### src/rtl/aes_sbox_sched_pkg.sv
// aes_sbox_sched_pkg: shared types and constants for the masked S-box scheduler
package aes_sbox_sched_pkg;

    typedef enum logic [1:0] {IDLE, EVAL, DONE} state_e;

    localparam int SBOX_STAGES = 4;
    localparam logic [SBOX_STAGES-1:0] WE_NONE   = '0;
    localparam logic [SBOX_STAGES-1:0] WE_STAGE0 = 4'b0001;

    function automatic logic [SBOX_STAGES-1:0] stage_we(input logic [1:0] c);
        return WE_STAGE0 << c;
    endfunction

endpackage

### src/rtl/aes_sbox_rr_arb.sv
// aes_sbox_rr_arb: round-robin grant, first set lane at or after the pointer
module aes_sbox_rr_arb #(
    parameter int NUM_REQ = 4,
    parameter int ID_W    = $clog2(NUM_REQ)
) (
    input  logic [NUM_REQ-1:0] req,
    input  logic [ID_W-1:0]    ptr,
    output logic [ID_W-1:0]    grant,
    output logic               valid
);

    // scan from the farthest lane back toward ptr so the nearest requester wins
    always_comb begin
        grant = '0;
        valid = 1'b0;
        for (int i = NUM_REQ - 1; i >= 0; i--) begin
            if (req[(int'(ptr) + i) % NUM_REQ]) begin
                grant = ID_W'((int'(ptr) + i) % NUM_REQ);
                valid = 1'b1;
            end
        end
    end

endmodule

### src/rtl/aes_sbox_dom_sched.sv
// aes_sbox_dom_sched: shares one DOM masked S-box among NUM_REQ lanes (option AES_SBOX_SCHED_CLR_EN wipes operands after each result)
module aes_sbox_dom_sched
    import aes_sbox_sched_pkg::*;
#(
    parameter int NUM_REQ = 4,
    parameter int ID_W    = $clog2(NUM_REQ)
) (
    input  logic                   clk_i,
    input  logic                   rst_ni,
    input  logic [NUM_REQ-1:0]     req_i,
    input  logic [NUM_REQ*8-1:0]   data_i,
    input  logic [NUM_REQ*8-1:0]   mask_i,
    output logic [NUM_REQ-1:0]     ack_o,
    output logic [7:0]             sbox_data_o,
    output logic [7:0]             sbox_mask_o,
    output logic [SBOX_STAGES-1:0] sbox_we_o,
    input  logic [7:0]             sbox_data_i,
    input  logic [7:0]             sbox_mask_i,
    output logic                   out_valid_o,
    input  logic                   out_ready_i,
    output logic [ID_W-1:0]        out_id_o,
    output logic [7:0]             out_data_o,
    output logic [7:0]             out_mask_o,
    output logic                   busy_o
);

    state_e          state;
    logic [1:0]      cnt;
    logic [ID_W-1:0] ptr;
    logic [ID_W-1:0] grant;
    logic            gnt_valid;

    aes_sbox_rr_arb #(.NUM_REQ(NUM_REQ), .ID_W(ID_W)) u_arb (
        .req   (req_i),
        .ptr   (ptr),
        .grant (grant),
        .valid (gnt_valid)
    );

    // decode handshake and stage enables from registered state; result is never unmasked here
    always_comb begin
        ack_o       = (state == IDLE && gnt_valid) ? {{(NUM_REQ-1){1'b0}}, 1'b1} << grant : '0;
        sbox_we_o   = (state == EVAL) ? stage_we(cnt) : WE_NONE;
        out_valid_o = (state == DONE);
        out_data_o  = out_valid_o ? sbox_data_i : 8'h00;
        out_mask_o  = out_valid_o ? sbox_mask_i : 8'h00;
        busy_o      = (state != IDLE);
    end

    // scheduler FSM: grant and latch in IDLE, step the S-box stages, hold result until taken
    always_ff @(posedge clk_i or negedge rst_ni) begin
        if (!rst_ni) begin
            state       <= IDLE;
            cnt         <= 2'd0;
            ptr         <= '0;
            out_id_o    <= '0;
            sbox_data_o <= 8'h00;
            sbox_mask_o <= 8'h00;
        end else begin
            case (state)
                IDLE: if (gnt_valid) begin
                    sbox_data_o <= data_i[8*grant +: 8];
                    sbox_mask_o <= mask_i[8*grant +: 8];
                    out_id_o    <= grant;
                    ptr         <= (grant == ID_W'(NUM_REQ - 1)) ? '0 : grant + ID_W'(1);
                    cnt         <= 2'd0;
                    state       <= EVAL;
                end
                EVAL: begin
                    cnt <= cnt + 2'd1;
                    if (cnt == 2'(SBOX_STAGES - 1)) state <= DONE;
                end
                DONE: if (out_ready_i) begin
`ifdef AES_SBOX_SCHED_CLR_EN
                    sbox_data_o <= 8'h00;
                    sbox_mask_o <= 8'h00;
`endif
                    state <= IDLE;
                end
                default: state <= IDLE;
            endcase
        end
    end

endmodule

### config.mk
export PLATFORM = sky130hd
export DESIGN_NAME = aes_sbox_dom_sched
export DESIGN_NICKNAME = d
export VERILOG_FILES = /design/src/rtl/aes_sbox_sched_pkg.sv /design/src/rtl/aes_sbox_rr_arb.sv /design/src/rtl/aes_sbox_dom_sched.sv
export SDC_FILE = /design/constraint.sdc
export NUM_CORES = 1
export LEC_CHECK = 0
export ABC_AREA = 1
export CAP_MARGIN = 10
export CORE_UTILIZATION = 38
export DETAILED_ROUTE_END_ITERATION = 10
export GPL_TIMING_DRIVEN = 0
export PLACE_DENSITY = 0.84
export SLEW_MARGIN = 20
export SYNTH_ARGS = -nofsm -noshare
export SYNTH_HDL_FRONTEND = slang
export SYNTH_SLANG_ARGS = --single-unit
### constraint.sdc
create_clock -name clk_i -period 2.95 [get_ports clk_i]
set_input_delay 0.295 -clock clk_i [delete_from_list [all_inputs] [get_ports clk_i]]
set_output_delay 0.295 -clock clk_i [all_outputs]
set_load 0.05 [all_outputs]
[Word-level counts from Yosys, hierarchy flattened]
Index checks and enable logic that the tools add are counted.
Word-level totals
  register bits after elaboration: 24
  bits in latches: 0
  RAM bits: 0
  memory bits (read-only): 0
  input port bits: 87
  word-level logic and storage cells: 69
  memories kept: 0
Operators by class
  add/subtract/negate cells: 5
  multiply operators: 0
  divide/modulo/power cells: 0
  magnitude comparators: 4
  eq/ne operators: 7
  shift-type cells: 4
  multiplexer cells: 30
  bitwise logic cells: 3
  reductions and logical operators: 10
Operators by type and width (number)
  $shiftx A32 B6 Y8: 2
  $mux W2: 9
  $mux W8: 2
  $lt A3 B4 Y1 const B: 3
  $mux W1: 11
  $bmux W1 S2: 4
  $mux W4: 2
  $shl A1 B2 Y4 const A: 2
  $add A2 B1 Y2 const B: 3
  $eq A2 B2 Y1 const B: 3
  $pmux W2 S3: 1
  $reduce_or A2 Y1: 3
  $add A2 B2 Y2 const B: 2
  $ne A2 B1 Y1 const B: 2
  $pmux W2 S2: 1
  $reduce_and A2 Y1: 2
  $reduce_bool A2 Y1: 2
  $and A1 B1 Y1 const A: 3
  $lt A2 B3 Y1 const B: 1
  $reduce_and A3 Y1: 1
  $eq A2 B1 Y1 const B: 1
  $logic_not A2 Y1: 1
  $ne A2 B2 Y1 const B: 1
  $logic_and A1 B1 Y1: 1

[Logic depth before layout (Yosys ltp)]
  depth after elaboration: 12
  depth in mapped cells: 14

[By module]
A second synthesis with hierarchy kept.
Second synthesis, totals
  cell total of the unflattened synthesis: 374
  area, all modules: 2215.9 um^2
By module, submodules not included
  aes_sbox_dom_sched: times used 1, cells each 330, area an instance 2000.7 um^2, seq. area each 600.6 um^2
  aes_sbox_rr_arb: times used 1, cells each 44, area an instance 215.2 um^2, seq. area each 0.0 um^2

[Worst setup path before layout]
No wires, ideal clock.
  path kind: reg-to-output
  start point: reg state[0]
  end point: out out_data_o[4]
  arrival time: 2408 ps
  data required time: 2655 ps
  slack: 247 ps
  cell stages (with the launch flop): 5
  buffers on the path: 1
  cells stage by stage: dfrtp_1 > nor2_1 > clkinv_1 > clkbuf_1 > nor2_1
Between the ends
  cells in the longest elaborated chain, start to end: 2
Ends and longest elaborated chain
  start: declaration: RTL line aes_sbox_dom_sched.sv:27  | state_e state;
  start signal: assignment: RTL line aes_sbox_dom_sched.sv:53  | state <= IDLE;
  start signal: assignment: RTL line aes_sbox_dom_sched.sv:67  | state <= EVAL;
  start signal: assignment: RTL line aes_sbox_dom_sched.sv:71  | if (cnt == 2'(SBOX_STAGES - 1)) state <= DONE;
  $eq A2 B2 Y1: RTL line aes_sbox_dom_sched.sv:44  | out_valid_o = (state == DONE);
  named net out_valid_o: RTL line aes_sbox_dom_sched.sv:19  | output logic out_valid_o,
  $mux W8: RTL line aes_sbox_dom_sched.sv:45  | out_data_o = out_valid_o ? sbox_data_i : 8'h00;
  end: declaration: RTL line aes_sbox_dom_sched.sv:22  | output logic [7:0] out_data_o,
The timed path passes the listed nets, and every way through them passes these cells.

[Final worst setup path]
  start point: reg ptr[0]
  end point: out ack_o[1]
Between the ends
  cells in the longest elaborated chain, start to end: 10
  elaborated cells between the ends (all ways): 25
Ends and longest elaborated chain
  start: declaration: RTL line aes_sbox_dom_sched.sv:29  | logic [ID_W-1:0] ptr;
  start signal: assignment: RTL line aes_sbox_dom_sched.sv:65  | ptr <= (grant == ID_W'(NUM_REQ - 1)) ? '0 : grant + ID_W'(1);
  $add A2 B2 Y2: RTL line aes_sbox_rr_arb.sv:17, aes_sbox_rr_arb.sv:18
  $bmux W1 S2: RTL line aes_sbox_rr_arb.sv:17  | if (req[(int'(ptr) + i) % NUM_REQ]) begin
  $mux W1 (implied by the code) (2 in series): RTL line aes_sbox_rr_arb.sv:17
  $mux W2 or $mux W1 (tied branches) (4 in series): RTL line aes_sbox_rr_arb.sv:17
  $shl A1 B2 Y4 or $logic_and A1 B1 Y1 (tied branches): RTL line aes_sbox_dom_sched.sv:42  | ack_o = (state == IDLE && gnt_valid) ? {{(NUM_REQ-1){1'b0}}, 1'b1} << grant : '0;
  $mux W4 *: RTL line aes_sbox_dom_sched.sv:42
  end: declaration: RTL line aes_sbox_dom_sched.sv:13  | output logic [NUM_REQ-1:0] ack_o,
Mark *: on every way between the ends. The rest lies on a longest branch, timed or not. The select of a mux whose other input is x is not followed.

==> flow_metrics.tcl <==
set metrics [dict create \
    clkSinkCount 24 \
    synth.distinct_cells 23 \
    insertion_delay_ns 0.26 \
    cp_top_family "buffers and inverters" \
    cpMaxStageDelayCell "dfrtp_1" \
    final_cells 508 \
    leakagePower_nw 1.588 \
    place_congestion 0.9099 \
    cts_root_buf "clkbuf_8" \
    powerDensity_nw_per_um2 1258 \
    r2r_end "sbox_mask_o[4]" \
    finalCritPeriodShare_pct 93.02 \
    worstSetupStartpointType "flip-flop" \
    rows 25 \
    die_x_um 72.61 \
    initial_core_util_pct 39.84 \
    drt_iter0_drc 71 \
    criticalPathCategory "flip-flop to output pin" \
    grt_pass1_vias 2303 \
    dieArea_um2 5271 \
    arrival_ns 2.45 \
    drt.antenna.violating_nets 0 \
    vias 2495 \
    cp_slowest_stage_delay_ns 0.45 \
    status "completed" \
    maxCapViolCount 0 \
    worstPathMaxFanout 10 \
    grt_pass1_wl_mm 10.16 \
    yosys.area.top_type "dfrtp_1" \
    hp-class "primary input to asynchronous set/reset pin" \
    final-seq-area_um2 600.6 \
    peakVddDrop_uv 852.7 \
    reg2reg_depth 8 \
    tightest_slew_ns 0.5362 \
    timing.rr.start "ptr[0]" \
    synth_seq_area_share_pct 31.70 \
    postCtsSetupBuffers 0 \
    areaGrowthSynthToFinish_pct 74.44 \
    nNetsFinal 534 \
    ctsLongestPathBuffers 2 \
    grt_overflow 0 \
    cts_tree "yes" \
    hold_violations 0 \
    syn-num-nets 399 \
    slew_headroom_pct 64.14 \
    crit_buf_inv 4 \
    grt_usage_pct 24.73 \
    ctsHoldBuffers 0 \
    yosysWarningCount 0 \
    syn_area_per_cell_um2 6.150 \
    antenna_cells 0 \
    design_area_um2 3304 \
    post_dp_cell_area_um2 3279 \
    setup_tns_ns 0 \
    fmax_mhz 364.4 \
    final_common_cell "clkdlybuf4s50_1" \
    grt_start_max_net_pins 25 \
    h-tree-depth 1 \
    post-route-min-period_ns 2.744 \
    path_depth 10 \
    crit_required_ns 2.65 \
    synthCells 308 \
    rsz0062_at_grt "no" \
    rrSetupSlack_ns 0.86 \
    hpwl_mm 5.321 \
    cp-end-kind "output pin" \
    worst_clock_skew_ns 0.003144 \
    wl_per_cell_um 12.98 \
    drive_above_1_share_pct 6.576 \
    ys_seq_elements 24 \
    layout_common_cells "clkdlybuf4s50_1 (125), nand2_1 (93), nand3_1 (87)" \
    vias_per_cell 4.911 \
    antenna_found_initial 0 \
    synth_top_area_share_pct 31.70 \
    pin_count 131 \
    nFillCells 409 \
    dpl.cell_count 505 \
    synthTopCellsByArea "dfrtp_1 (32%), nand3_1 (23%), nand2_1 (19%), inv_1 (6.5%), nor2_1 (5.7%)" \
    crit_chain "buf_6, o21ai_0, nand2_1, nand3_1, nand3_1, nand2_2, buf_2, nand2_1, inv_1, clkdlybuf4s15_2" \
    drcViolationCount 0 \
    cts_resized 6 \
    die_y_um 72.61 \
    final-max-slew-violation-count 0 \
    port_buffers 130 \
    syn_area_um2 1894 \
    dr.pass1.iters 4 \
    routed_wl_mm 6.596 \
    clk_pin_slew_worst_paths_ns 0.08 \
    setup_viol 0 \
    core_area_um2 4755 \
    multi_input_area_um2 1065 \
    cts_buffers 3 \
]
[cells in the mapped netlist (all sizes together)]
| master | count |
|---|---|
| nand3 | 89 |
| ha | 4 |
| o211ai | 1 |
| or2 | 1 |
| inv | 34 |
| clkinv | 1 |
| nor2 | 29 |
| nand2 | 96 |
| buf | 14 |
| clkbuf | 3 |
| o21ai | 8 |
| a21oi | 2 |
| xnor2 | 1 |
| dfrtp | 24 |
| o22ai | 1 |
[kinds of logic after synthesis]
| group | count (synthesis) | synth area share, % |
|---|---|---|
| buffers and inverters | 52 | 12.22 |
| XOR/XNOR | 1 | 0.4624 |
| AO/OA/AOI/OAI | 12 | 3.567 |
| adder cells (fa/ha/maj) | 4 | 2.642 |
| flip-flops | 24 | 31.70 |
| AND/OR/NAND/NOR | 215 | 49.41 |
[layout make-up]
cell class / count / area share, %
flip-flops and latches: 24 / 18.17
multi-input cells: 232 / 32.22
inverters: 35 / 3.976
clock buffers: 3 / 1.250
well taps: 67 / 2.537
plain buffers: 17 / 3.029
repair buffers: 130 / 38.81
[where the power goes]
| group | leakage (nW) | internal (W) | switching, W |
|---|---|---|---|
| Sequential | 0.291 | 0.000508 | 0.000113 |
| Clock | 0.0216 | 0.0000911 | 0.0000941 |
| Combinational | 1.27 | 0.00112 | 0.00223 |
[state kept, by name, indices dropped and copies added, names as in the netlist]
signal	flops
cnt	2
out_id_o	2
ptr	2
sbox_data_o	8
sbox_mask_o	8
state	2
[worst reg2reg max path, delay by kind of cell (launching register included)]
kind,cells,cell delay (ns)
AOI/OAI and AO/OA,2,0.41
buffers and inverters,3,0.79
DFF,1,0.45
and+or+nand+nor,3,0.37
[through the flow]
step	power [W]	worst slack, ns	hold slack, ns	util (%)
after floorplan	0.002960	0.2467	-0.0005911	-
final	0.004158	0.2060	0.008920	69.50
after CTS	0.004159	0.08948	0.4885	69.79
after global routing	0.004499	0.03037	0.03222	69.50
after detailed placement	0.003971	-0.2445	0.4709	68.97
after global placement	0.003923	-0.2085	0.4631	68.97
[metal layers]
metal / up-vias / wire length, um / GRT usage (%)
met5: - / 0 / 0
met4: 0 / 136 / 8.061
met3: 16 / 469 / 4.144
met2: 116 / 3167 / 42.78
met1: 1114 / 2823 / 31.39
li1: 1249 / - / -
[how the worst max path moves through the flow]
stage                   from             to  slack (ns)
global route          ptr[0]       ack_o[1]        0.03
floorplan           state[0]  out_data_o[4]        0.25
CTS                   ptr[0]       ack_o[0]        0.09
detailed placement  req_i[1]       ack_o[1]       -0.24
finish                ptr[0]       ack_o[1]        0.21
global placement    req_i[1]       ack_o[1]       -0.21
No activity file was read; power rests on OpenSTA's default activity.
